===== src/rtl/pipeline_hazard_ctrl_pkg.sv =====
// Shared types and constants for the hazard controller.
// Opcodes, op classes, FSM states, forwarding selects.
package pipeline_pkg;

  localparam int OP_W = 6;
  localparam int RA_W = 3;

  localparam logic [OP_W-1:0] OP_NOP   = 6'b000000;
  localparam logic [OP_W-1:0] OP_LOAD  = 6'b010100;
  localparam logic [OP_W-1:0] OP_STORE = 6'b010101;
  localparam logic [OP_W-1:0] OP_JUMP  = 6'b011110;
  localparam logic [OP_W-1:0] OP_HALT  = 6'b010001;

  localparam logic [1:0] FWD_RF  = 2'b00;
  localparam logic [1:0] FWD_MEM = 2'b01;
  localparam logic [1:0] FWD_WB  = 2'b10;

  typedef enum logic [2:0] {
    CLS_NOP,
    CLS_ALU,
    CLS_LOAD,
    CLS_STORE,
    CLS_JUMP,
    CLS_HALT
  } op_cls_e;

  typedef enum logic [1:0] {
    ST_RUN,
    ST_JWAIT,
    ST_HALT
  } state_e;

  typedef enum logic {
    DST_RD,
    DST_RT
  } dst_sel_e;

  typedef struct packed {
    op_cls_e  cls;
    logic     reads_a;
    logic     reads_b;
    logic     writes;
    dst_sel_e dst_sel;
  } op_info_t;

  typedef struct packed {
    logic            valid;
    logic            is_load;
    logic [RA_W-1:0] dst;
    logic [RA_W-1:0] src_a;
    logic [RA_W-1:0] src_b;
  } sb_entry_t;

  // MEM result is younger than WB, so it wins a tie.
  function automatic logic [1:0] fwd_sel(
    input logic [RA_W-1:0] src,
    input sb_entry_t       mem,
    input sb_entry_t       wb
  );
    if (src == '0)
      return FWD_RF;
    if (mem.valid && mem.dst == src)
      return FWD_MEM;
    if (wb.valid && wb.dst == src)
      return FWD_WB;
    return FWD_RF;
  endfunction

endpackage


===== src/rtl/pipeline_hazard_ctrl_if.sv =====
// ID-stage fields in, pipeline controls out.
// master = pipeline side, slave = controller.
interface pipeline_hazard_ctrl_if;
  import pipeline_pkg::*;

  logic [OP_W-1:0] op_id;
  logic [RA_W-1:0] rs_id;
  logic [RA_W-1:0] rt_id;
  logic [RA_W-1:0] rd_id;
  logic            stall;
  logic            stall_pm;
  logic            flush;
  logic            halted;
  logic [1:0]      fwd_a;
  logic [1:0]      fwd_b;

  modport master (
    output op_id, rs_id, rt_id, rd_id,
    input  stall, stall_pm, flush, halted,
    input  fwd_a, fwd_b
  );

  modport slave (
    input  op_id, rs_id, rt_id, rd_id,
    output stall, stall_pm, flush, halted,
    output fwd_a, fwd_b
  );

endinterface


===== src/rtl/pipeline_hazard_ctrl_decode.sv =====
// Opcode to class / register-usage decoder.
// Unlisted opcodes fall through as NOP.
module op_class_decode
  import pipeline_pkg::*;
(
  input  logic [OP_W-1:0] op,
  output op_info_t        info
);

  // Classify the opcode and flag which fields it uses.
  always_comb begin
    info.cls     = CLS_NOP;
    info.reads_a = 1'b0;
    info.reads_b = 1'b0;
    info.writes  = 1'b0;
    info.dst_sel = DST_RD;
    unique case (1'b1)
      (op == OP_LOAD): begin
        info.cls     = CLS_LOAD;
        info.reads_a = 1'b1;
        info.writes  = 1'b1;
        info.dst_sel = DST_RT;
      end
      (op == OP_STORE): begin
        info.cls     = CLS_STORE;
        info.reads_a = 1'b1;
        info.reads_b = 1'b1;
      end
      (op == OP_JUMP): info.cls = CLS_JUMP;
      (op == OP_HALT): info.cls = CLS_HALT;
      (op[5:4] == 2'b00 && op != OP_NOP): begin
        info.cls     = CLS_ALU;
        info.reads_a = 1'b1;
        info.reads_b = 1'b1;
        info.writes  = 1'b1;
      end
      default: ;
    endcase
  end

endmodule


===== src/rtl/pipeline_hazard_ctrl.sv =====
// Hazard controller: load-use stall, jump flush,
// halt freeze and EX forwarding from a 3-deep scoreboard.
module pipeline_hazard_ctrl
  import pipeline_pkg::*;
(
  input logic                 clk,
  input logic                 reset,
  pipeline_hazard_ctrl_if.slave bus
);

  op_info_t  info;
  state_e    state;
  state_e    state_nx;
  logic [1:0] jcnt;
  logic [1:0] jcnt_nx;
  sb_entry_t ex_q;
  sb_entry_t mem_q;
  sb_entry_t wb_q;
  sb_entry_t id_ent;
  logic      load_use;
  logic      stall_w;
  logic      flush_w;
  logic      halted_w;

  op_class_decode u_dec (
    .op   (bus.op_id),
    .info (info)
  );

  // Build the scoreboard entry the ID instruction would occupy.
  always_comb begin
    id_ent         = '0;
    id_ent.is_load = (info.cls == CLS_LOAD);
    id_ent.dst     = (info.dst_sel == DST_RT) ? bus.rt_id : bus.rd_id;
    id_ent.valid   = info.writes && (id_ent.dst != '0);
    id_ent.src_a   = info.reads_a ? bus.rs_id : '0;
    id_ent.src_b   = info.reads_b ? bus.rt_id : '0;
  end

  assign load_use = (state == ST_RUN)
                 && ex_q.valid && ex_q.is_load
                 && (ex_q.dst != '0)
                 && ((info.reads_a && bus.rs_id == ex_q.dst)
                  || (info.reads_b && bus.rt_id == ex_q.dst));

  // State and jump-countdown register.
  always_ff @(posedge clk or posedge reset) begin
    if (reset) begin
      state <= ST_RUN;
      jcnt  <= 2'd0;
    end else begin
      state <= state_nx;
      jcnt  <= jcnt_nx;
    end
  end

  // Next state: a stalled jump/halt waits for the stall to clear.
  always_comb begin
    state_nx = state;
    jcnt_nx  = jcnt;
    unique case (state)
      ST_RUN: begin
        if (!load_use) begin
          if (info.cls == CLS_JUMP) begin
            state_nx = ST_JWAIT;
            jcnt_nx  = 2'd2;
          end else if (info.cls == CLS_HALT) begin
            state_nx = ST_HALT;
          end
        end
      end
      ST_JWAIT: begin
        jcnt_nx = jcnt - 2'd1;
        if (jcnt == 2'd1)
          state_nx = ST_RUN;
      end
      ST_HALT: ;
      default: state_nx = ST_RUN;
    endcase
  end

  // Per-state pipeline controls.
  always_comb begin
    stall_w  = 1'b0;
    flush_w  = 1'b0;
    halted_w = 1'b0;
    unique case (state)
      ST_RUN:   stall_w = load_use;
      ST_JWAIT: flush_w = 1'b1;
      ST_HALT: begin
        stall_w  = 1'b1;
        halted_w = 1'b1;
      end
      default: ;
    endcase
  end

  // Scoreboard shift; stalled or flushed slots become bubbles.
  always_ff @(posedge clk or posedge reset) begin
    if (reset) begin
      ex_q  <= '0;
      mem_q <= '0;
      wb_q  <= '0;
    end else begin
      ex_q  <= (stall_w || flush_w) ? '0 : id_ent;
      mem_q <= ex_q;
      wb_q  <= mem_q;
    end
  end

  assign bus.stall    = stall_w;
  assign bus.stall_pm = stall_w;
  assign bus.flush    = flush_w;
  assign bus.halted   = halted_w;
  assign bus.fwd_a    = fwd_sel(ex_q.src_a, mem_q, wb_q);
  assign bus.fwd_b    = fwd_sel(ex_q.src_b, mem_q, wb_q);

  logic unused_bits;
  assign unused_bits = ^{mem_q.is_load, mem_q.src_a,
                         mem_q.src_b, wb_q.is_load,
                         wb_q.src_a, wb_q.src_b};

endmodule


===== src/flat_wrapper.sv =====
// flat-port wrapper written by rule: the top's interface ports become plain ports
module pipeline_hazard_ctrl_flat import pipeline_pkg::*;
  (clk, reset, bus_op_id, bus_rs_id, bus_rt_id, bus_rd_id, bus_stall, bus_stall_pm, bus_flush, bus_halted, bus_fwd_a, bus_fwd_b);
  pipeline_hazard_ctrl_if bus_i ();
  input logic clk;
  input logic reset;
  input wire logic [$bits(bus_i.op_id)-1:0] bus_op_id;
  input wire logic [$bits(bus_i.rs_id)-1:0] bus_rs_id;
  input wire logic [$bits(bus_i.rt_id)-1:0] bus_rt_id;
  input wire logic [$bits(bus_i.rd_id)-1:0] bus_rd_id;
  output wire logic [$bits(bus_i.stall)-1:0] bus_stall;
  output wire logic [$bits(bus_i.stall_pm)-1:0] bus_stall_pm;
  output wire logic [$bits(bus_i.flush)-1:0] bus_flush;
  output wire logic [$bits(bus_i.halted)-1:0] bus_halted;
  output wire logic [$bits(bus_i.fwd_a)-1:0] bus_fwd_a;
  output wire logic [$bits(bus_i.fwd_b)-1:0] bus_fwd_b;
  assign bus_i.op_id = bus_op_id;
  assign bus_i.rs_id = bus_rs_id;
  assign bus_i.rt_id = bus_rt_id;
  assign bus_i.rd_id = bus_rd_id;
  assign bus_stall = bus_i.stall;
  assign bus_stall_pm = bus_i.stall_pm;
  assign bus_flush = bus_i.flush;
  assign bus_halted = bus_i.halted;
  assign bus_fwd_a = bus_i.fwd_a;
  assign bus_fwd_b = bus_i.fwd_b;
  pipeline_hazard_ctrl u_core (.clk(clk), .reset(reset), .bus(bus_i));
endmodule

===== config.mk =====
export PLATFORM = sky130hd
export DESIGN_NAME = pipeline_hazard_ctrl_flat
export DESIGN_NICKNAME = d
export VERILOG_FILES = /design/src/rtl/pipeline_hazard_ctrl_pkg.sv /design/src/rtl/pipeline_hazard_ctrl_if.sv /design/src/rtl/pipeline_hazard_ctrl_decode.sv /design/src/rtl/pipeline_hazard_ctrl.sv /design/src/flat_wrapper.sv
export SDC_FILE = /design/constraint.sdc
export NUM_CORES = 1
export LEC_CHECK = 0
export ABC_CLOCK_PERIOD_IN_PS = 3500
export CAP_MARGIN = 20
export CORE_MARGIN = 2
export CORE_UTILIZATION = 57
export CTS_BUF_LIST = sky130_fd_sc_hd__clkbuf_8
export CTS_CLUSTER_DIAMETER = 30
export DETAILED_ROUTE_END_ITERATION = 10
export PLACE_DENSITY_LB_ADDON = 0.05
export SLEW_MARGIN = 5
export SYNTH_ARGS = -nofsm -noshare
export SYNTH_HDL_FRONTEND = slang
export SYNTH_SLANG_ARGS = --single-unit

===== constraint.sdc =====
create_clock -name clk -period 3.5 [get_ports clk]
set_input_delay 0.7 -clock clk [delete_from_list [all_inputs] [get_ports clk]]
set_output_delay 0.7 -clock clk [all_outputs]
set_load 0.02 [all_outputs]

== Yosys cells after proc, flatten, opt, wreduce, memory -nomap -nowiden ==
Cells that the tools add are included.

* Bits in registers: 23
* Input port bits: 17
* Output and inout port bits: 8
* Word-level logic and storage cells: 104

* Add/subtract/negate cells: 1
* Equality and inequality tests: 20
* Mux-type cells: 44
* Bitwise operators: 1
* Reductions and logical operators: 27

{| class="wikitable"
|+ Operators with widths
! kind !! number
|-
| 2-bit two-way mux || 18
|-
| 6-bit by 5-bit == test with 1-bit output, second input constant || 4
|-
| 3-bit == test || 6
|-
| 1-bit two-way mux || 18
|-
| 3-bit one-hot mux with 5 select lines || 1
|-
| 1-bit logical AND || 12
|-
| 11-bit two-way mux || 1
|-
| 3-bit two-way mux || 3
|-
| 3-bit == test, second input constant || 2
|-
| 3-bit logical NOT || 2
|-
| 2-bit one-hot mux with 3 select lines || 1
|-
| 3-bit nonzero test || 2
|-
| 6-bit nonzero test || 1
|-
| 2-bit by 1-bit == test with 1-bit output, second input constant || 2
|-
| 2-bit logical NOT || 2
|-
| 2-bit != test, second input constant || 2
|-
| 2-bit one-hot mux with 2 select lines || 1
|-
| 4-bit AND reduction || 1
|-
| 2-bit OR reduction || 2
|-
| 3-bit by 2-bit == test with 1-bit output, second input constant || 1
|-
| 3-bit != test, second input constant || 1
|-
| 3-bit AND reduction || 1
|-
| 3-bit OR reduction || 1
|-
| 2-bit == test, second input constant || 1
|-
| other kinds (6) || 7
|}

== Longest topological paths before layout ==
Gate-level depths: netlist of the first run.

* Depth in word-level cells: 10
* Mapped depth: 6

== By module ==
Synthesis of the first run repeated with hierarchy kept, for this count alone.

* Cell total of the unflattened synthesis: 142
* Area total of the unflattened synthesis: 1,387.6 µm²

{| class="wikitable"
|+ Modules (own cells, without submodules)
! module !! times used !! cells an instance !! area an instance (µm²) !! sequential area each (µm²)
|-
| pipeline_hazard_ctrl || 1 || 123 || 1,257.5 || 575.6
|-
| op_class_decode || 1 || 19 || 130.1 || 0.0
|}

== Least setup slack after synthesis of the first run ==
OpenSTA, ideal clock, no wires.

* Kind: input port to output port
* Start: input bus_op_id[1]
* End: output bus_stall_pm
* Arrival time: 2.035 ns
* Setup slack: 0.765 ns
* Cell stages on the path: 6
* Cell sequence: or4b_1 -> o31ai_2 -> a22o_4 -> buf_6 -> a21o_1 -> buf_4

* Cells in the longest elaborated chain, start to end: 8
* Elaborated cells between the ends (all ways): 13
* Classes of those cells: 2 x eq/ne; 3 x mux; 8 x reduce/logical

{| class="wikitable"
|+ Ends and longest elaborated chain
! element !! line !! text
|-
| from (decl) || flat_wrapper.sv:7 || <nowiki>input wire logic [$bits(bus_i.op_id)-1:0] bus_op_id;</nowiki>
|-
| 6-bit nonzero test || pipeline_hazard_ctrl_decode.sv:31 || <nowiki>(op[5:4] == 2'b00 && op != OP_NOP): begin</nowiki>
|-
| 1-bit logical AND || pipeline_hazard_ctrl_decode.sv:31 ||
|-
| 3-bit OR reduction (no line) / 2-bit OR reduction (equally long branches) || -- ||
|-
| 1-bit two-way mux || pipeline_hazard_ctrl_decode.sv:17 || <nowiki>unique case (1'b1)</nowiki>
|-
| 1-bit logical AND (on tied branches) || pipeline_hazard_ctrl.sv:43, pipeline_hazard_ctrl.sv:44 ||
|-
| 1-bit logical OR * || pipeline_hazard_ctrl.sv:44 || <nowiki>|| (info.reads_b && bus.rt_id == ex_q.dst));</nowiki>
|-
| 1-bit logical AND * || pipeline_hazard_ctrl.sv:43 || <nowiki>&& ((info.reads_a && bus.rs_id == ex_q.dst)</nowiki>
|-
| 1-bit one-hot mux with 2 select lines * || pipeline_hazard_ctrl.sv:87 || <nowiki>unique case (state)</nowiki>
|-
| to (decl) || flat_wrapper.sv:12 || <nowiki>output wire logic [$bits(bus_i.stall_pm)-1:0] bus_stall_pm;</nowiki>
|}

Mark *: on every way between the ends. The rest lies on a longest branch, timed or not.

== Worst setup path in the final report of the first run ==
Same ends and word-level chain as after synthesis.

==> run_results.csv, run 1 <==
group,metric,value,unit
sta,maxSlewHeadroom,44.86,%
hold_path,hold_path_class,"flop to flop",
cells_and_area,antenna_cells,0,
critical_path,crit_fanout,6,
placement,place_congestion,0.8199,
clocking,cts_tree,"built",
yosys,ys_ff_latch,23,
routing,vias_per_cell,5.926,
critical_path,crit_type,"input port to output pin",
routing,drtAntennaViolNets,0,
cells_and_area,final_util,75.10,%
cells_and_area,final_cells,189,
placement,place_area,1592,sq um
routing,drc,0,
critical_path,end_kind,"output pin",
yosys,synth_seq_area_share,44.23,%
yosys,synth_area_leader_cell,"dfrtp_1",
critical_path,worstSetupStartpointType,"input port",
critical_path,rr_worst_depth,3,
clocking,cts_made_buffers,3,
critical_path,r2r_start,"u_core.ex_q[7]",
power,p_leak,0.7276,nW
floorplanning,design.die.area,2681,sq um
global_routing,antenna_found_initial,0,
sta,fin_skew,0.008261,ns
sta,setup_viol,0,
clocking,cts_max_level,1,
sta,maxSlewViolCount,0,
yosys,netlist_area,1301,sq um
sta,finalCriticalPeriod,3.084,ns
clocking,cts_setup_buffers,0,
critical_path,r2r_end,"u_core.ex_q[8]",
hold_path,hold-path-endpoint,"u_core.mem_q[10]",
sta,timing.final.crit_share,88.12,%
power,ir_drop,0.2833,mV
cells_and_area,syn_to_final_growth,26.44,%
floorplanning,die_y,51.78,um
cells_and_area,final_nets,180,
sta,fmax,324.2,MHz
clocking,clkSlewWorstSetupHoldPaths,0.08,ns
routing,wl_per_cell,13.80,um
yosys,yosysTopAreaCellShare,44.23,%
critical_path,worstPathArrival,2.38,ns
clocking,cts_max_path_buffers,2,
routing,dr.pass1.iters,4,
global_routing,overflow,0,
run,drv_cap,0,
cells_and_area,final_common_cell,"dfrtp_1",
routing,wl,2609,um
outcome,outcome,"finished, final reports clean",
power,seq_power_share,47.0,%
sta,tns,0,ns
global_routing,grt_max_degree,24,
critical_path,required,2.80,ns
power,pwr-share-clk,19.1,%
global_routing,grt_usage,22.77,%
placement,dpl.cell_count,185,
global_routing,grt_pass1_vias,1061,
floorplanning,die_x,51.78,um
yosys,synth_cells,131,
yosys,synth_cell_types,40,
floorplanning,core_area,2191,sq um
sta,worst_pin_slew,0.8262,ns
critical_path,ff2ff_setup_slack,1.79,ns
yosys,synth_area_per_cell,9.933,sq um
yosys,synth_area_leaders,"dfrtp_1 (44%), a21oi_1 (4.2%), nand3_1 (4.2%)",
clocking,cts-root-buf,"clkbuf_8",
cells_and_area,design_area,1645,sq um
cells_and_area,final_cell_mix,"dfrtp_1 (23), clkdlybuf4s50_1 (22), nand3_1 (11), a21oi_1 (11), nor2_1 (9)",
power,internal_power,0.5482,mW
power,p_per_area,513.9,nW/um^2
power,p_sw,0.2973,mW
floorplanning,ios,25,
routing,dr_total_vias,1120,
sta,fin_ws,0.4158,ns
cells_and_area,fillers,162,
sta,finalHoldViolations,0,
yosys,ys_warn_count,0,
clocking,cts.repair.resized,0,
power,swShare,35.17,%
sta,rsz0062_at_grt,"false",
routing,drtIter0Drc,9,
cells_and_area,multi_input_area,680.7,sq um
placement,dpl.hpwl,2156,um
hold_path,worstHoldStart,"u_core.ex_q[10]",
power,comb_power_share,33.8,%
clocking,clk_latency,0.26,ns
global_routing,grt_pass1_wl,4471,um
cells_and_area,ff_latch_area,575.6,sq um
hold_path,hold_depth,0,
cells_and_area,drive_above_1_share,12.42,%
floorplanning,initial_core_util,59.39,%
placement,port_buffers,24,
floorplanning,num_rows,17,
placement,pre_cts_slack,0.03049,ns
clocking,holdBufCountCts,0,
yosys,synth_fp_nets,149,
clocking,clkSinkCount,23,
[Yosys cell counts, drive strengths merged]
master    n
nor4b     1
nor2b     3
ha        1
and2b     1
a22o      1
or3b      2
xor2      6
or2b      1
a21o      1
and3      2
mux2      2
o31ai     1
o211ai    2
nand2b    1
nand4     1
nor3      5
dfrtp    23
o22a      1
nand3    11
o21ai     6
nand2     8
a31oi     2
or4b      1
inv       6
buf       2
nor2      9
a211oi    4
nand4bb   1
a21oi    11
clkbuf    1
mux2i     1
o21bai    2
o311ai    1
a2111o    1
xnor2     6
a221oi    3
[how the worst max path moves through the flow]
stage | from | cells after the start | to | slack (ns)
6_report | bus_op_id[1] | 6 | bus_stall_pm | 0.42
5_1_grt | bus_op_id[1] | 6 | bus_stall | 0.31
4_1_cts | bus_op_id[1] | 6 | bus_stall_pm | 0.03
3_5_place_dp | bus_op_id[1] | 6 | bus_stall_pm | 0.03
3_3_place_gp | bus_op_id[1] | 6 | bus_stall_pm | 0.06
2_1_floorplan | bus_op_id[1] | 6 | bus_stall_pm | 0.76
[metal layers]
| metal | track usage [%] | vias up | wire length, um |
|---|---|---|---|
| li1 | - | 542 | - |
| met3 | 3.448 | 4 | 74 |
| met2 | 42.52 | 27 | 1400 |
| met4 | 7.018 | 0 | 34 |
| met1 | 26.62 | 547 | 1101 |
| met5 | 0 | - | 0 |
[state kept, by name (all words and copies together) (netlist names)]
name          flops
u_core.mem_q      4
u_core.ex_q      11
u_core.wb_q       4
u_core.state      2
u_core.jcnt       2
[final cells by class]
type                    instances  share of cell area [%]
clock inverters                 1                  0.4563
repair buffers                 29                   17.19
flip-flops and latches         23                   34.98
clock buffers                   3                   2.510
inverters                       6                   1.369
well taps                      28                   2.129
multi-input cells              99                   41.37
[power groups by stage]
stage               clock (mW)  sequential (mW)  combinational, mW
floorplan                    0            0.383              0.199
global placement             0            0.397              0.277
detailed placement           0            0.402              0.290
CTS                      0.165            0.397              0.291
global route             0.178            0.410              0.317
finish                   0.162            0.398              0.286
[metrics by stage]
stage	total power [mW]	hold WS, ns
2_1_floorplan	0.5815	0.3483
3_3_place_gp	0.6737	0.3647
3_5_place_dp	0.6921	0.3663
4_1_cts	0.8531	0.3783
5_1_grt	0.9059	0.3864
6_report	0.8455	0.3804
[critical path: stages]
cell,delay [ns]
clkdlybuf4s50_1,0.52
or4b_1,0.58
o31ai_2,0.10
a22o_4,0.16
a21o_1,0.11
dlymetal6s2s_1,0.22
[cell families (layout without fill, tap and decap cells)]
logic type	count (synthesis)	after routing	share of synthesized area [%]
mux	3	3	2.500
compound gates	36	36	20.10
simple gates	47	47	20.67
fa+ha+maj	1	1	0.9614
xor+xnor	12	12	8.077
buf+inv	9	39	3.461
flops	23	23	44.23
(Power assumes the default switching activity.)
==> run 2, diff against run 1 <==
--- a/config.mk
+++ b/config.mk
@@ -10,9 +10,10 @@
 export CORE_MARGIN = 2
 export CORE_UTILIZATION = 57
 export CTS_BUF_LIST = sky130_fd_sc_hd__clkbuf_8
-export CTS_CLUSTER_DIAMETER = 30
+export CTS_CLUSTER_DIAMETER = 150
 export DETAILED_ROUTE_END_ITERATION = 10
 export PLACE_DENSITY_LB_ADDON = 0.05
+export SETUP_SLACK_MARGIN = 0.2
 export SLEW_MARGIN = 5
 export SYNTH_ARGS = -nofsm -noshare
 export SYNTH_HDL_FRONTEND = slang
==> constraint.sdc (replaced) <==
create_clock -name clk -period 3.5 [get_ports clk]
set_input_delay 0.7 -clock clk [delete_from_list [all_inputs] [get_ports clk]]
set_output_delay 0.7 -clock clk [all_outputs]
set_load 0.005 [all_outputs]
==> run_results.csv, run 2 (synthesized netlist as in run 1, its figures left out) <==
group,metric,value,unit
global_routing,grt_max_degree,24,
floorplanning,num_rows,17,
global_routing,antenna_found_initial,0,
placement,dpl.hpwl,2206,um
clocking,cts_made_buffers,3,
sta,rsz0062_at_grt,"false",
floorplanning,design.die.area,2681,sq um
critical_path,max_stage_delay,0.52,ns
cells_and_area,syn_to_final_growth,27.69,%
sta,finalCriticalPeriod,3.238,ns
global_routing,grt_pass1_wl,4464,um
sta,maxSlewViolCount,0,
cells_and_area,final_cell_mix,"dfrtp_1 (23), clkdlybuf4s50_1 (21), nand3_1 (11), a21oi_1 (11), nor2_1 (9)",
sta,finalHoldViolations,0,
cells_and_area,drive_above_1_share,14.29,%
routing,wl_per_cell,14.86,um
critical_path,worstPathArrival,2.54,ns
sta,maxSlewHeadroom,44.97,%
critical_path,crit_path_frequent_cell,"clkdlybuf4s50_1",
floorplanning,die_y,51.78,um
clocking,cts_setup_buffers,0,
cells_and_area,regMostFlops,"u_core.ex_q",
sta,fin_skew,0.001853,ns
power,p_per_area,492.7,nW/um^2
placement,place_congestion,0.7916,
sta,worst_pin_slew,0.8245,ns
clocking,holdBufCountCts,0,
critical_path,crit_start,"bus_op_id[5]",
global_routing,grt_usage,22.94,%
global_routing,use_met1,24.86,%
cells_and_area,reg_top3,"u_core.ex_q: 11 flops, u_core.mem_q: 4 flops, u_core.wb_q: 4 flops",
routing,drtAntennaViolNets,0,
global_routing,busiest_layer,"met2",
clocking,clk_latency,0.26,ns
hold_path,hold_path_class,"flop to flop",
clocking,clkSinkCount,23,
floorplanning,initial_core_util,59.39,%
cells_and_area,largest_reg_flops,11,
critical_path,ff2ff_setup_slack,1.73,ns
sta,tns,0,ns
placement,port_buffers,24,
cells_and_area,antenna_cells,0,
critical_path,worstSetupEndpoint,"bus_stall_pm",
critical_path,r2r_end,"u_core.ex_q[6]",
critical_path,required,2.80,ns
clocking,cts_tree,"built",
global_routing,overflow,0,
power,p_leak,0.7178,nW
sta,setup_viol,0,
global_routing,met2_usage,43.80,%
outcome,outcome,"finished, final reports clean",
floorplanning,core_area,2191,sq um
critical_path,crit_fanout,4,
routing,dr_total_vias,1113,
critical_path,r2r_start,"u_core.ex_q[7]",
cells_and_area,design_area,1662,sq um
floorplanning,ios,25,
sta,fmax,308.8,MHz
floorplanning,die_x,51.78,um
critical_path,path_cells,"clkdlybuf4s50_1, or4b_4, o31ai_4, a22o_4, a21o_1, clkdlybuf4s50_1",
critical_path,end_kind,"output pin",
global_routing,grt_pass1_vias,1034,
clocking,cts-root-buf,"clkbuf_8",
hold_path,worstHoldStart,"u_core.ex_q[10]",
cells_and_area,final_common_cell,"dfrtp_1",
clocking,cts_max_level,1,
run,drv_cap,0,
routing,vias_per_cell,5.889,
routing,drtIter0Drc,21,
critical_path,worstSetupStartpointType,"input port",
power,ir_drop,0.3447,mV
routing,wl,2809,um
clocking,cts_max_path_buffers,2,
sta,timing.final.crit_share,92.51,%
critical_path,crit_type,"input port to output pin",
clocking,clkSlewWorstSetupHoldPaths,0.08,ns
placement,place_area,1592,sq um
critical_path,slowest_stage,"or4b_4",
critical_path,rr_worst_depth,3,
cells_and_area,final_nets,180,
global_routing,grt_use_met3,4.598,%
hold_path,hold_depth,0,
routing,drc,0,
routing,dr.pass1.iters,4,
[run 2: worst min-delay path by stage]
stage / endpoint / slack [ns]
floorplan: u_core.mem_q[10] / 0.35
global placement: u_core.mem_q[10] / 0.36
detailed placement: u_core.mem_q[10] / 0.37
CTS: u_core.mem_q[10] / 0.40
global route: u_core.mem_q[10] / 0.41
finish: u_core.mem_q[10] / 0.39
[run 2: stage by stage]
step                      hold WS, ns  utilization (%)  worst slack [ns]  power, mW  instances
after floorplan                0.3483                -            0.9234     0.5593        131
after global placement         0.3636            72.64            0.1999     0.6496        185
after detailed placement       0.3677            72.64            0.1700     0.6646        185
after CTS                      0.3956            75.44            0.2370     0.8214        189
after global routing           0.4113            75.84            0.2047     0.8714        189
final                          0.3911            75.84            0.2620     0.8186        189
[run 2: worst max-delay path: cells and delay by family]
kind                   cells  cell delay (ns)
AOI/OAI and AO/OA          3             0.38
and+or+nand+nor            1             0.52
buffers and inverters      2             0.94
[run 2: layout make-up]
cell class | instances | area [sq um]
clock inverter | 1 | 5.005
inverter | 6 | 22.52
clock buffer | 3 | 41.29
fill | 161 | 529.3
timing repair buffer | 29 | 277.8
multi-input combinational | 99 | 704.4
tap | 28 | 35.03
sequential | 23 | 575.6
[run 2: repair_timing]
item                       CTS  global route
gates resized for setup      5             2
pin swaps                    0             1
setup endpoints to repair    2             2
[run 2: per-layer routing]
metal  share of wire [%]  vias up
met1                  39      532
met4                 1.3        0
li1                    -      540
met2                  56       35
met5                   0        -
met3                 4.0        6
[run 2: report_power, final]
| part | internal, mW | total, mW | switching (mW) |
|---|---|---|---|
| clock network | 0.0792 | 0.157 | 0.0774 |
| registers | 0.326 | 0.396 | 0.0702 |
| logic | 0.144 | 0.266 | 0.122 |
==> run 3, diff against run 2 <==
--- a/config.mk
+++ b/config.mk
@@ -5,7 +5,6 @@
 export SDC_FILE = /design/constraint.sdc
 export NUM_CORES = 1
 export LEC_CHECK = 0
-export ABC_CLOCK_PERIOD_IN_PS = 3500
 export CAP_MARGIN = 20
 export CORE_MARGIN = 2
 export CORE_UTILIZATION = 57
==> results of run 3 <==
No change in the layout: final DEF, timing and power equal those of run 2.
